File: src/rtl/rr_decode_arbiter_if.sv
// Bundle of the signals between the requesters and rr_decode_arbiter.
//   req          [7:0]  request vector, bit i = requester i wants the bus
//   release_req         current owner gives up its grant this cycle
//                       ("release" is a reserved word in SystemVerilog)
//   sel          [2:0]  registered index of the granted requester (decoder A)
//   en                  registered grant-valid (decoder EN)
//   gnt          [7:0]  one-hot grant, gnt[sel] = en, all zero when en = 0
//   busy                high while a grant is active (equals en)
//   timeout             one-cycle pulse after a grant ended by hold expiry
// The master modport is the requester side; the slave modport is the arbiter.
interface rr_decode_arbiter_if;
  logic [7:0] req;
  logic       release_req;
  logic [2:0] sel;
  logic       en;
  logic [7:0] gnt;
  logic       busy;
  logic       timeout;

  modport master (
    output req,
    output release_req,
    input  sel,
    input  en,
    input  gnt,
    input  busy,
    input  timeout
  );

  modport slave (
    input  req,
    input  release_req,
    output sel,
    output en,
    output gnt,
    output busy,
    output timeout
  );
endinterface

File: src/rtl/rr_decode_arbiter.sv
// Round-robin arbiter sharing one 3-to-8 enabled decoder among 8 requesters.
// The decoder select and enable come straight from flops; gnt is the decoded
// one-hot view of them. Each grant is bounded to MAX_HOLD cycles and is always
// followed by at least one idle cycle with en = 0, so two owners never overlap.
//   clk   rising-edge clock
//   rst   asynchronous, active-high reset
//   bus   rr_decode_arbiter_if.slave (req, release_req in; sel, en, gnt, busy,
//         timeout out)
// MAX_HOLD must be in 1..255 and CNT_W must satisfy 2**CNT_W > MAX_HOLD.
module rr_decode_arbiter #(
  parameter int unsigned MAX_HOLD = 15,
  parameter int unsigned CNT_W    = 8
) (
  input  logic                clk,
  input  logic                rst,
  rr_decode_arbiter_if.slave  bus
);

  typedef enum logic [0:0] {
    StIdle,
    StGrant
  } state_e;

  state_e             state_q;
  logic [2:0]         sel_q;
  logic               en_q;
  logic               timeout_q;
  logic [2:0]         ptr_q;       // index of the last granted requester
  logic [CNT_W-1:0]   hold_cnt_q;  // grant cycles elapsed, minus one

  // Round-robin search starting just after ptr_q, wrapping modulo 8.
  logic       win_found;
  logic [2:0] win_idx;

  always_comb begin
    logic [2:0] idx;
    win_found = 1'b0;
    win_idx   = 3'd0;
    for (int i = 0; i < 8; i++) begin
      idx = ptr_q + 3'(i + 1);
      if (!win_found && bus.req[idx]) begin
        win_found = 1'b1;
        win_idx   = idx;
      end
    end
  end

  // Exit conditions while granting.
  logic owner_drop;
  logic hold_expire;
  logic grant_exit;

  always_comb begin
    owner_drop  = ~bus.req[sel_q];
    hold_expire = (hold_cnt_q == CNT_W'(MAX_HOLD - 1));
    grant_exit  = owner_drop | bus.release_req | hold_expire;
  end

  always_ff @(posedge clk or posedge rst) begin
    if (rst) begin
      state_q    <= StIdle;
      sel_q      <= 3'd0;
      en_q       <= 1'b0;
      timeout_q  <= 1'b0;
      ptr_q      <= 3'd7;
      hold_cnt_q <= '0;
    end else begin
      unique case (state_q)
        StIdle: begin
          timeout_q <= 1'b0;
          if (win_found) begin
            sel_q      <= win_idx;
            en_q       <= 1'b1;
            hold_cnt_q <= '0;
            state_q    <= StGrant;
          end
        end
        StGrant: begin
          if (grant_exit) begin
            state_q   <= StIdle;
            en_q      <= 1'b0;
            ptr_q     <= sel_q;
            // Only a pure expiry is flagged; a voluntary end wins over it.
            timeout_q <= hold_expire & ~owner_drop & ~bus.release_req;
          end else if (hold_cnt_q != CNT_W'(MAX_HOLD)) begin
            hold_cnt_q <= hold_cnt_q + 1'b1;
          end
        end
        default: begin
          state_q <= StIdle;
          en_q    <= 1'b0;
        end
      endcase
    end
  end

  assign bus.sel     = sel_q;
  assign bus.en      = en_q;
  assign bus.busy    = en_q;
  assign bus.timeout = timeout_q;
  assign bus.gnt     = en_q ? (8'b1 << sel_q) : 8'b0;

endmodule

File: src/flat_wrapper.sv
// flat-port wrapper written by rule: the top's interface ports become plain ports
module rr_decode_arbiter_flat 
#(
  parameter int unsigned MAX_HOLD = 15,
  parameter int unsigned CNT_W    = 8
)
  (clk, rst, bus_req, bus_release_req, bus_sel, bus_en, bus_gnt, bus_busy, bus_timeout);
  rr_decode_arbiter_if bus_i ();
  input  logic clk;
  input  logic rst;
  input wire logic [$bits(bus_i.req)-1:0] bus_req;
  input wire logic [$bits(bus_i.release_req)-1:0] bus_release_req;
  output wire logic [$bits(bus_i.sel)-1:0] bus_sel;
  output wire logic [$bits(bus_i.en)-1:0] bus_en;
  output wire logic [$bits(bus_i.gnt)-1:0] bus_gnt;
  output wire logic [$bits(bus_i.busy)-1:0] bus_busy;
  output wire logic [$bits(bus_i.timeout)-1:0] bus_timeout;
  assign bus_i.req = bus_req;
  assign bus_i.release_req = bus_release_req;
  assign bus_sel = bus_i.sel;
  assign bus_en = bus_i.en;
  assign bus_gnt = bus_i.gnt;
  assign bus_busy = bus_i.busy;
  assign bus_timeout = bus_i.timeout;
  rr_decode_arbiter #(.MAX_HOLD(MAX_HOLD), .CNT_W(CNT_W)) u_core (.clk(clk), .rst(rst), .bus(bus_i));
endmodule
File: config.mk
export PLATFORM = sky130hd
export DESIGN_NAME = rr_decode_arbiter_flat
export DESIGN_NICKNAME = d
export VERILOG_FILES = /design/src/rtl/rr_decode_arbiter_if.sv /design/src/rtl/rr_decode_arbiter.sv /design/src/flat_wrapper.sv
export SDC_FILE = /design/constraint.sdc
export NUM_CORES = 1
export LEC_CHECK = 0
export CAP_MARGIN = 20
export CORE_ASPECT_RATIO = 0.8
export CORE_UTILIZATION = 50
export CTS_BUF_LIST = sky130_fd_sc_hd__clkbuf_8
export DETAILED_ROUTE_END_ITERATION = 7
export MAX_ROUTING_LAYER = met4
export PLACE_DENSITY_LB_ADDON = 0.1
export SLEW_MARGIN = 40
export SYNTH_ARGS = -nofsm -noshare
export SYNTH_HDL_FRONTEND = slang
export SYNTH_SLANG_ARGS = --single-unit
File: constraint.sdc
create_clock -name clk -period 3.2 [get_ports clk]
set_input_delay 0.64 -clock clk [delete_from_list [all_inputs] [get_ports clk]]
set_output_delay 0.64 -clock clk [all_outputs]
set_load 0.02 [all_outputs]
==> out/qor.yml <==
critical_path:
  cpMaxStageDelayCell: "mux4_2"
  cp-end-kind: "flop"
  cp_slowest_stage_delay_ns: 0.63
  startpoint_type: "flop"
  worstSetupPathType: "reg -> reg"
  worst-path-buf-inv: 1
  path_delay_family: "multiplexers"
  cp_cell_sequence: "inv_1 -> ha_1 -> xor2_1 -> mux4_2 -> or2_1 -> o32ai_1 -> o221a_2 -> nor3_2"
  cp_max_fo: 5
  crit_required_ns: 3.33
  cp.arrival_ns: 3.02
  r2r_slack_ns: 0.31
finish:
  insertedDiodeCount: 0
  fill_cells: 289
  fin_area_sq_mm: 0.00215
  area_delta_synth_final_pct: 17.2
  fin_nets: 241
  drive_above_1_share: 0.182
  final_cell_count_no_fill: 267
  final_util: 0.620
route:
  vias: 1803
  wl_per_cell_um: 19.1
  drt_iter0_markers: 161
  firstDrtPassIters: 6
  drtAntennaViolNets: 0
  drc_errors: 0
  drt_wl_total_um: 5110
  viasPerCell: 6.75
placed_design:
  gp_congestion: 0.937
  placed_cell_area_sq_mm: 0.00211
  hpwl_um: 3860
  placedCellCount: 263
  portBuffers: 24
clock_network:
  ctsResizeCount: 0
  cts_root_buf: "clkbuf_8"
  cts_tree: "yes"
  cts_buffers: 3
  hold_buffers: 0
  postCtsSetupBuffers: 0
  clkTransAtPathRegs_ns: 0.06
  htreeDepth: 1
  clkLatencyLatePin_ns: 0.25
  cts.sinks: 17
  cts_max_path_buffers: 2
power_and_ir_drop:
  ir_drop_uv: 685
  power_density_mw_per_mm2: 1160
  power_leakage_nw: 0.819
synthesis:
  syn_inst: 201
  syn-cell-area_sq_mm: 0.00184
  synth_top_area_share: 0.191
  yosysSeqAreaShare: 0.234
  yosysMostFrequentCell: "nor2_1"
  ys_async_sr_fraction: 1.00
  yosysTopAreaCell: "dfrtp_1"
  ys.flop_type: "dfrtp_1"
  ys_warn_count: 0
  synth.ff_latch_count: 17
  syn_avg_cell_area_sq_um: 9.13
  synth_edf_count: 0
  synthTopCellsByCount: "nor2_1, nand2_1, dfrtp_1"
  synth.distinct_cells: 54
  syn_nets: 216
  yosys-top-cells-area: "dfrtp_1, mux4_2, mux2_2"
sta:
  setup_tns_ns: 0
  slew-limit-headroom: 0.528
  holdWs_ns: 0.544
  finalCriticalPeriod_ns: 2.89
  fin_skew_ns: 0.000993
  final_hold_viol_count: 0
  max_clock_freq_mhz: 346
  worstMarginPinSlew_ns: 0.701
  fin_crit_sh: 0.903
  report.final.slew_viol_count: 0
  setup_viol: 0
  rsz0062_at_grt: "false"
floorplanning:
  fp.dieW_um: 69.7
  initial_core_util: 0.529
  rows: 19
  io_pins: 25
  fp.dieH_um: 56.2
  die_area_sq_mm: 0.00392
  coreArea_sq_mm: 0.00347
status:
  status: "finished clean"
global_route:
  grt_pass1_vias: 1664
  grt_pass1_wl_um: 8420
  grt-ovfl-total: 0
  grt_max_degree: 19
  track_usage: 0.283
  antenna_found_initial: 0
job:
  maxCapViolations: 0
hold_path:
  hp-class: "reg -> reg"
[tightest hold or removal path, delay by kind of cell (launching register included)]
kind | cells | cell delay (ns)
flip-flops | 1 | 0.36
AND/OR/NAND/NOR | 2 | 0.14
[power by group]
group	total (mW)	leakage (nW)	switching, mW	internal (mW)
logic	1.92	0.578	1.09	0.834
registers	0.424	0.215	0.132	0.293
clock network	0.157	0.0269	0.0719	0.0851
total	2.50	0.819	1.29	1.21
[per-layer routing]
metal  share of wire  global-route usage  vias up
met2            0.45               0.423       93
met1            0.45               0.396      880
li1                -                   -      821
met4           0.012              0.0400        0
met5               0                   -        -
met3           0.087              0.0761        9
[state kept, by name, indices dropped and copies added (netlist names)]
signal              cells
u_core.hold_cnt_q       8
u_core.ptr_q            3
u_core.bus.busy         1
u_core.bus.timeout      1
u_core.state_q          1
u_core.bus.sel          3
[area by class of cell]
class	instances	area [sq um]	share of cell area
clock buffers	3	41.3	0.0192
multi-input cells	163	1300	0.603
inverters	11	41.3	0.0192
clock inverters	1	3.75	0.00174
flip-flops and latches	17	429	0.199
well taps	42	52.6	0.0244
repair buffers	30	285	0.133
[placed cells by master (no fill, tap or decap), types with 2 or more instances in the layout]
| cell | n |
|---|---|
| mux2_2 | 13 |
| o21ai_0 | 12 |
| o22ai_1 | 2 |
| nand3_1 | 6 |
| ha_1 | 4 |
| or3_1 | 7 |
| nand4_1 | 2 |
| mux4_2 | 9 |
| mux2i_1 | 10 |
| xor2_1 | 2 |
| dfstp_2 | 3 |
| nand2_1 | 15 |
| clkdlybuf4s50_1 | 24 |
| dfrtp_1 | 14 |
| o211ai_1 | 4 |
| a21oi_1 | 9 |
| and2_1 | 2 |
| buf_4 | 6 |
| inv_1 | 12 |
| and3_1 | 3 |
| nor2_1 | 16 |
| o32ai_1 | 2 |
| nand2b_1 | 4 |
| a221oi_1 | 4 |
| nor3_1 | 9 |
| xnor2_1 | 2 |
| a31oi_1 | 2 |
| clkbuf_8 | 3 |
[cell families after synthesis]
group                    count (synthesis)  share of synthesized area
AND/OR/NAND/NOR                         73                      0.205
AO/OA/AOI/OAI                           49                      0.203
multiplexers                            33                      0.253
buffers and inverters                   21                     0.0586
flip-flops                              17                      0.234
XOR/XNOR                                 4                     0.0191
adder cells (fa/ha/maj)                  4                     0.0273
[through the flow]
stage	power [mW]	setup WS [ns]
floorplan	1.84	0.212
finish	2.50	0.310
detailed placement	2.30	0.100
global placement	2.23	0.194
global route	2.67	0.178
CTS	2.47	0.339
[final timing paths]
check | to | depth (start not counted) | start
min reg2reg | u_core.bus.timeout | 2 | u_core.bus.timeout
max in group asynchronous | u_core.hold_cnt_q[5] | 2 | rst
max reg2reg | u_core.bus.sel[2] | 8 | u_core.ptr_q[0]
min in group asynchronous | u_core.bus.busy | 2 | rst
min | u_core.bus.timeout | 2 | u_core.bus.timeout
max | u_core.bus.sel[2] | 8 | u_core.ptr_q[0]
Power figures use the tool's default switching activity.
